$ cat src/rtl/mutex_merge5_rr_arb_pkg.sv
// Shared definitions for the five-input mutex merge arbiter: sizes, FSM
// state encoding and a one-hot to index helper.
package mutex_merge5_rr_arb_pkg;

  localparam int N_IN  = 5;
  localparam int IDX_W = 3;

  typedef enum logic [1:0] {
    ST_IDLE    = 2'd0,
    ST_BUSY    = 2'd1,
    ST_RELEASE = 2'd2
  } state_t;

  function automatic logic [IDX_W-1:0] onehot_to_idx(input logic [N_IN-1:0] oh);
    logic [IDX_W-1:0] idx;
    idx = '0;
    for (int i = 0; i < N_IN; i++) begin
      if (oh[i]) idx = IDX_W'(i);
    end
    return idx;
  endfunction

endpackage

$ cat src/rtl/mutex_merge5_rr_arb_rr_pick5.sv
// Combinational round-robin picker: first asserted request found searching
// upward from the slot after the previous winner, wrapping at five.
module rr_pick5
  import mutex_merge5_rr_arb_pkg::*;
(
  input  logic [N_IN-1:0]  req,
  input  logic [IDX_W-1:0] last,
  output logic             valid,
  output logic [IDX_W-1:0] idx
);

  logic [IDX_W-1:0] cand;

  // Walk offsets from farthest to nearest so the nearest hit is kept.
  always_comb begin
    valid = 1'b0;
    idx   = '0;
    cand  = '0;
    for (int off = N_IN; off >= 1; off--) begin
      cand = IDX_W'((int'(last) + off) % N_IN);
      if (req[cand]) begin
        valid = 1'b1;
        idx   = cand;
      end
    end
  end

endmodule

$ cat src/rtl/mutex_merge5_rr_arb.sv
// Five-way four-phase handshake merge with round-robin arbitration and a
// registered payload/grant toward a single downstream port.
//
// state      | meaning
// -----------+--------------------------------------------------------------
// ST_IDLE    | no owner; arbitrate among pending requests
// ST_BUSY    | o_driveNext high, waiting for i_freeNext
// ST_RELEASE | o_free_g high, waiting for i_drive_g and i_freeNext to fall
module mutex_merge5_rr_arb
  import mutex_merge5_rr_arb_pkg::*;
#(
  parameter int DATA_WIDTH = 128,
  parameter int CNT_WIDTH  = 16
) (
  input  logic                  clk,
  input  logic                  rst,
  input  logic                  i_drive0,
  input  logic                  i_drive1,
  input  logic                  i_drive2,
  input  logic                  i_drive3,
  input  logic                  i_drive4,
  input  logic [DATA_WIDTH-1:0] i_data0,
  input  logic [DATA_WIDTH-1:0] i_data1,
  input  logic [DATA_WIDTH-1:0] i_data2,
  input  logic [DATA_WIDTH-1:0] i_data3,
  input  logic [DATA_WIDTH-1:0] i_data4,
  output logic                  o_free0,
  output logic                  o_free1,
  output logic                  o_free2,
  output logic                  o_free3,
  output logic                  o_free4,
  output logic                  o_driveNext,
  input  logic                  i_freeNext,
  output logic [DATA_WIDTH-1:0] o_data,
  output logic [N_IN-1:0]       o_grant,
  output logic [CNT_WIDTH-1:0]  o_txCount
);

  state_t                state;
  logic [N_IN-1:0]       drive_vec;
  logic [DATA_WIDTH-1:0] data_arr [N_IN];
  logic [N_IN-1:0]       free_q;
  logic [IDX_W-1:0]      last_grant;
  logic [IDX_W-1:0]      g_idx;
  logic                  pick_valid;
  logic [IDX_W-1:0]      pick_idx;

  assign drive_vec   = {i_drive4, i_drive3, i_drive2, i_drive1, i_drive0};
  assign data_arr[0] = i_data0;
  assign data_arr[1] = i_data1;
  assign data_arr[2] = i_data2;
  assign data_arr[3] = i_data3;
  assign data_arr[4] = i_data4;

  assign {o_free4, o_free3, o_free2, o_free1, o_free0} = free_q;
  assign g_idx = onehot_to_idx(o_grant);

  rr_pick5 u_pick (
    .req   (drive_vec),
    .last  (last_grant),
    .valid (pick_valid),
    .idx   (pick_idx)
  );

  always_ff @(posedge clk) begin
    if (!rst) begin
      state       <= ST_IDLE;
      o_driveNext <= 1'b0;
      free_q      <= '0;
      o_grant     <= '0;
      o_data      <= '0;
      o_txCount   <= '0;
      last_grant  <= IDX_W'(N_IN - 1);
    end else begin
      case (state)
        ST_IDLE: begin
          if (pick_valid) begin
            state       <= ST_BUSY;
            o_data      <= data_arr[pick_idx];
            o_grant     <= N_IN'(1) << pick_idx;
            o_driveNext <= 1'b1;
            last_grant  <= pick_idx;
          end
        end
        ST_BUSY: begin
          // The owner's request level is deliberately not watched here.
          if (i_freeNext) begin
            state       <= ST_RELEASE;
            o_driveNext <= 1'b0;
            free_q      <= N_IN'(1) << g_idx;
            o_txCount   <= o_txCount + CNT_WIDTH'(1);
          end
        end
        ST_RELEASE: begin
          if (!drive_vec[g_idx] && !i_freeNext) begin
            state   <= ST_IDLE;
            free_q  <= '0;
            o_grant <= '0;
          end
        end
        default: state <= ST_IDLE;
      endcase
    end
  end

endmodule

$ cat config.mk
export PLATFORM = sky130hd
export DESIGN_NAME = mutex_merge5_rr_arb
export DESIGN_NICKNAME = d
export VERILOG_FILES = /design/src/rtl/mutex_merge5_rr_arb_pkg.sv /design/src/rtl/mutex_merge5_rr_arb_rr_pick5.sv /design/src/rtl/mutex_merge5_rr_arb.sv
export SDC_FILE = /design/constraint.sdc
export NUM_CORES = 1
export LEC_CHECK = 0
export BUFFER_PORTS_ARGS = -buffer_cell sky130_fd_sc_hd__buf_2
export CORE_AREA = 8 8 310 312
export CTS_CLUSTER_SIZE = 14
export DETAILED_ROUTE_END_ITERATION = 8
export DIE_AREA = 0 0 318 320
export PLACE_DENSITY_LB_ADDON = 0.05
export SYNTH_ARGS = -nofsm -noshare
export SYNTH_HDL_FRONTEND = slang
export SYNTH_SLANG_ARGS = --single-unit
$ cat constraint.sdc
create_clock -name clk -period 4.6 [get_ports clk]
set_clock_uncertainty 0.1 [all_clocks]
set_input_delay 0.46 -clock clk [delete_from_list [all_inputs] [get_ports clk]]
set_output_delay 0.46 -clock clk [all_outputs]
set_load 0.01 [all_outputs]
* Word-level counts from Yosys, hierarchy flattened
Cells that the tools add are included.
** Word-level totals
- Logic and storage cells :: 87
- Register bits after elaboration :: 160
- Bits of input ports :: 648
- Output and inout bits :: 155
** Cells by class
- Shift-type cells :: 2
- Reductions and logical operators :: 13
- Add/sub/neg operators :: 6
- Divide/modulo/power cells :: 5
- Equal/unequal tests :: 5
- $lt $le $gt $ge :: 7
- Bitwise gates (word level) :: 1
- Mux-type cells :: 41
** Operators by type and width (count)
- binary-select mux 128 bit (select 3 bit) :: 1
- 2-to-1 mux 128 bit :: 2
- modulo 32 x 4 -> 32 bit (second input constant) :: 5
- less-than comparator 3 x 4 -> 1 bit (second input constant) :: 6
- 2-to-1 mux 3 bit :: 8
- one-hot mux 5 bit (2 select lines) :: 2
- binary-select mux 1 bit (select 3 bit) :: 6
- adder 16 x 1 -> 16 bit (second input constant) :: 1
- 2-to-1 mux 5 bit :: 3
- 2-to-1 mux 1 bit :: 14
- AND reduction 3 bit :: 4
- left shift 1 x 3 -> 5 bit (first input constant) :: 2
- adder 3 x 2 -> 4 bit (second input constant) :: 2
- adder 3 x 3 -> 4 bit (second input constant) :: 2
- 2-to-1 mux 2 bit :: 3
- inequality test 2 bit (second input constant) :: 3
- one-hot mux 2 bit (3 select lines) :: 1
- nonzero test 2 bit :: 3
- adder 3 x 1 -> 4 bit (second input constant) :: 1
- >= comparator 4 bit (second input constant) :: 1
- inverter 3 -> 4 bit :: 1
- AND reduction 2 bit :: 2
- equality test 2 x 1 -> 1 bit (second input constant) :: 1
- equality test 2 bit (second input constant) :: 1
- 4 further kinds :: 5

* Longest topological paths before layout
- Word-level depth :: 13
- Gate-level depth with buffers :: 21
- Depth with buffers taken out :: 17

* Modules after synthesis
Synthesis repeated with hierarchy kept, for this count alone.
** Unflattened totals
- Cell total of the unflattened synthesis :: 1145
- Area total of the unflattened synthesis :: 11352.1 sq um
** Modules (own cells, without submodules)
- mutex_merge5_rr_arb :: cells an instance 909, area an instance 9630.5 sq um, instances 1, sequential area each 3203.1 sq um
- rr_pick5 :: cells an instance 236, area an instance 1721.7 sq um, instances 1, sequential area each 0.0 sq um

* Least setup slack after synthesis
OpenSTA, ideal clock, no wires.
- Kind :: register to register
- Start :: register last_grant[0]
- End :: register o_data[127]
- Setup time :: 0.086 ns
- Setup slack :: -0.024 ns
- Stages on the path, launching flop included :: 21
- Period minus slack after synthesis :: 4.624 ns
- Required time :: 4.414 ns
- Buffers on the path :: 4
- Arrival time :: 4.437 ns
- Cells stage by stage :: dfxtp_1 -> buf_2 -> inv_2 -> ha_1 -> ha_1 -> nor4b_1 -> nor3_2 -> xnor2_2 -> ha_1 -> inv_1 -> o22ai_1 -> and4_1 -> o211a_1 -> or2_1 -> o31a_1 -> buf_2 -> nand2_1 -> buf_4 -> clkbuf_1 -> o221ai_1 -> a221oi_2
** On the way
- Word-level cells in the longest chain between the ends :: 13
- Elaborated cells between the ends (all ways) :: 35
- Classes of those cells :: add/sub: 5; div: 5; mux: 23; bitwise: 1; reduce/logical: 1
** RTL lines
- start: declaration :: RTL line mutex_merge5_rr_arb.sv:43 : logic [IDX_W-1:0] last_grant;
- start signal: assignment :: RTL line mutex_merge5_rr_arb.sv:73 : last_grant <= IDX_W'(N_IN - 1);
- start signal: assignment :: RTL line mutex_merge5_rr_arb.sv:82 : last_grant <= pick_idx;
- adder 3 x 3 -> 4 bit :: RTL line mutex_merge5_rr_arb_rr_pick5.sv:20 : cand = IDX_W'((int'(last) + off) % N_IN);
- modulo 32 x 4 -> 32 bit :: RTL line mutex_merge5_rr_arb_rr_pick5.sv:20
- binary-select mux 1 bit (select 3 bit) :: RTL line mutex_merge5_rr_arb_rr_pick5.sv:21 : if (req[cand]) begin
- 2-to-1 mux 1 bit (not written as such) :: RTL line mutex_merge5_rr_arb_rr_pick5.sv:21
- 2-to-1 mux 3 bit (5 in series) :: RTL line mutex_merge5_rr_arb_rr_pick5.sv:21
- inverter 3 -> 4 bit (not written as such) :: RTL line mutex_merge5_rr_arb.sv:79 : o_data <= data_arr[pick_idx];
- binary-select mux 128 bit (select 3 bit) :: RTL line mutex_merge5_rr_arb.sv:79
- 2-to-1 mux 128 bit (not written as such) (2 in series) :: RTL line mutex_merge5_rr_arb.sv:79
- end signal: assignment :: RTL line mutex_merge5_rr_arb.sv:79
- end: declaration :: RTL line mutex_merge5_rr_arb.sv:34 : output logic [DATA_WIDTH-1:0] o_data,
Parallel ways exist; a longest one is shown, timed or not. The select of a mux whose other input is x is not followed.
A chain may end at the register's enable or synchronous reset.

* Worst setup path after layout
- Start :: register last_grant[0]
- End :: register o_data[4]
The elaborated chain is that of the path after synthesis.

==> results.yml <==
run_status:
  status: "finished, final reports clean"
final_layout:
  layout-drive-gt1-share: 0.616
  finalInstanceArea_um2: 20500
  stdcell_count: 3299
  num-fill-cells: 10100
  area_growth_pct: 67.7
  fin_nets: 2757
logic_synthesis:
  ys_top_cells_by_count: "mux2i_1 (265), dfxtp_1 (160), o221ai_1 (129)"
  synth_edf_count: 0
  synth-main-ff-cell: "dfxtp_1"
  yosys.area.top_type_share: 0.262
  synth-async-reset-ratio: 0
  synth_area_um2: 12200
  synth_seq_cells: 160
  syn_inst: 1166
  synth.area.top_cells: "dfxtp_1 (26%), mux2i_1 (22%), a221oi_2 (16%)"
  yosysSeqAreaShare: 0.262
  yosysMostFrequentCell: "mux2i_1"
  syn_area_per_cell_um2: 10.5
  syn-num-nets: 1837
  yosysWarnings: 0
  synth_cell_types: 84
  synth_largest_area_cell: "dfxtp_1"
placed_design:
  portBuffers: 802
  dp_hpwl_mm: 73.9
  dp_slack_ps: -484
  dpl-instance-area_um2: 18800
  dp.cells: 3226
  gp_congestion: 0.875
power_and_ir_drop:
  swShare: 0.489
  p_total_mw: 26.0
  power.leakage_nw: 9.38
  clock_power_share: 0.061
  p_switching_mw: 12.7
  seqPwrFrac: 0.089
  ir_drop_mv: 0.642
  p_comb_frac: 0.850
  internal_power_mw: 13.3
  power_density_nw_per_um2: 1270
clock_network:
  cts_root_buffer: "clkbuf_16"
  cts_max_path_buffers: 2
  ctsHoldBuffers: 0
  htreeDepth: 4
  cts_tree: "yes"
  cts_buffers: 17
  clk_pin_slew_ps: 90
  cts_sinks: 160
  insertion_delay_ps: 490
worst_hold_path:
  hp-class: "in2reg"
worst_setup_path:
  cp_common_cell: "buf_4"
  start_kind: "register"
  cp.arrival_ps: 4660
  worstRegToRegCells: 21
  timing.rr.end: "o_data[4]"
  required_ps: 4880
  worstSetupStartpoint: "last_grant[0]"
  cpMaxStageDelayCell: "dfxtp_4"
  endpoint_kind: "register"
  reg2reg_slack_ps: 220
  path_class: "reg2reg"
  cp_max_fo: 6
  path_cells: "ha_4 -> xor2_2 -> ha_4 -> nor4b_4 -> nor3_2 -> xnor2_2 -> buf_4 -> ha_1 -> o22ai_4 -> and2_1 -> a211oi_2 -> or2_1 -> o2111ai_2 -> a222oi_1 -> buf_4 -> buf_12 -> buf_16 -> buf_4 -> mux2i_1 -> buf_4 -> a221oi_2"
  worstReg2RegStart: "last_grant[0]"
  cpPeakStageDelay_ps: 370
  crit_end: "o_data[4]"
drt:
  wl_per_cell_um: 27.7
  initialDrtViolationCount: 604
  ant_nets: 0
  vias_per_cell: 4.29
  finalWirelength_mm: 91.3
  drc_errors: 0
  vias: 14200
  dr.pass1.iters: 4
global_routing:
  grt_start_max_net_pins: 100
  antenna_found_initial: 36
  grt_remaining_overflow: 0
  grt_usage: 0.166
  grt_pass1_vias: 15400
  grt_pass1_wl_mm: 122
sta:
  worst_slack_ps: 222
  report.final.slew_viol_count: 0
  fin_crit_sh: 0.952
  fin_crit_ps: 4380
  fmax_mhz: 228
  finalSetupViolCount: 0
  relSlewSlack: 0.350
  worst-slew-pin-transition_ps: 975
  finalHoldViolations: 0
floorplanning:
  die_h_um: 320
  rows: 111
  fp.coreArea_um2: 91000
  start_util: 0.135
  die_area_um2: 102000
  io_pins: 803
  die_w_um: 318
job:
  drv_cap: 0
cell families (layout without fill, tap and decap cells):
kind of cell / count (synthesis) / after routing / share of synthesized area
adder cells (fa/ha/maj): 24 / 24 / 0.0243
flip-flops: 160 / 160 / 0.262
AO/OA/AOI/OAI: 374 / 374 / 0.320
AND/OR/NAND/NOR: 161 / 161 / 0.0764
buffers and inverters: 151 / 1084 / 0.0725
multiplexers: 270 / 270 / 0.223
other: 0 / 14 / 0
XOR/XNOR: 26 / 26 / 0.0225
layer usage:
layer  global-route usage  routed length [µm]
met1                0.188               36600
met2                0.308               48300
met3               0.0397                4440
met4               0.0475                1960
met5                    0                  48
timing repair:
item,4_1_cts,5_1_grt
setup buffers,2,17
gates resized for setup,43,99
pin swaps,2,10
gates cloned,1,9
endpoints found under the setup margin,132,132
final cells by class:
class	count	area (µm²)	share of cell area
sequential	160	3210	0.156
inverter	25	93.8	0.00457
clock buffer	19	443	0.0216
clock inverter	13	151	0.00737
tap	1186	1480	0.0723
timing repair buffer	1027	6350	0.309
antenna	14	35.0	0.00171
multi-input combinational	855	8770	0.427
worst min-delay path by stage:
stage | startpoint | end | slack (ps) | cells after the start
5_1_grt | i_data4[96] | o_data[96] | 190 | 3
3_5_place_dp | o_grant[0] | o_grant[0] | 370 | 2
4_1_cts | i_data4[79] | o_data[79] | 150 | 3
2_1_floorplan | state[0] | state[0] | 380 | 2
6_report | i_data4[79] | o_data[79] | 210 | 3
3_3_place_gp | o_grant[0] | o_grant[0] | 360 | 2
placed cells by master (no fill, tap or decap), types with 4 or more instances in the layout:
master	n
xnor2_1	20
and4_1	6
and2_1	17
clkbuf_16	25
nand2_1	28
buf_8	7
a31oi_1	5
mux2i_1	216
a21boi_1	5
buf_12	23
mux2i_4	23
nand3_1	12
mux2i_2	26
nand4_1	4
dfxtp_1	158
ha_1	19
a211oi_1	7
o2111ai_2	5
diode_2	14
inv_2	6
o221ai_1	129
buf_6	10
buf_16	5
buf_4	172
a21oi_1	16
nor2b_1	12
o21ai_0	17
buf_2	801
nor2_1	24
a221oi_2	128
nor3_1	9
o21a_1	5
and3_1	6
nand2b_1	11
inv_1	19
o211ai_1	5
registers in the layout, indices dropped and copies added, names as in the netlist:
| signal | count |
|---|---|
| free_q | 5 |
| last_grant | 3 |
| o_data | 128 |
| o_driveNext | 1 |
| o_grant | 5 |
| o_txCount | 16 |
| state | 2 |
through the flow:
step                      hold slack, ps  utilization  setup TNS, ps
after floorplan                      381            -              0
after global placement               363        0.207         -11020
after detailed placement             375        0.207         -26700
after CTS                            153        0.216              0
after global routing                 186        0.225           -169
final                                214        0.226              0
worst max-delay path, delay by kind of cell (launching register included):
family / cells / cell delay (ps)
AO/OA/AOI/OAI: 5 / 730
buffers and inverters: 6 / 960
XOR/XNOR: 2 / 410
adder cells (fa/ha/maj): 3 / 540
flip-flops: 1 / 370
AND/OR/NAND/NOR: 4 / 830
multiplexers: 1 / 320
power groups by stage:
stage                     clock network [mW]  logic [mW]  registers [mW]
after global placement                     0        19.3            2.33
final                                   1.60        22.1            2.31
after detailed placement                   0        19.3            2.33
after floorplan                            0        11.9            2.44
after CTS                               1.69        19.9            2.31
after global routing                    1.71        23.5            2.37
No activity file was read; power rests on OpenSTA's default activity.
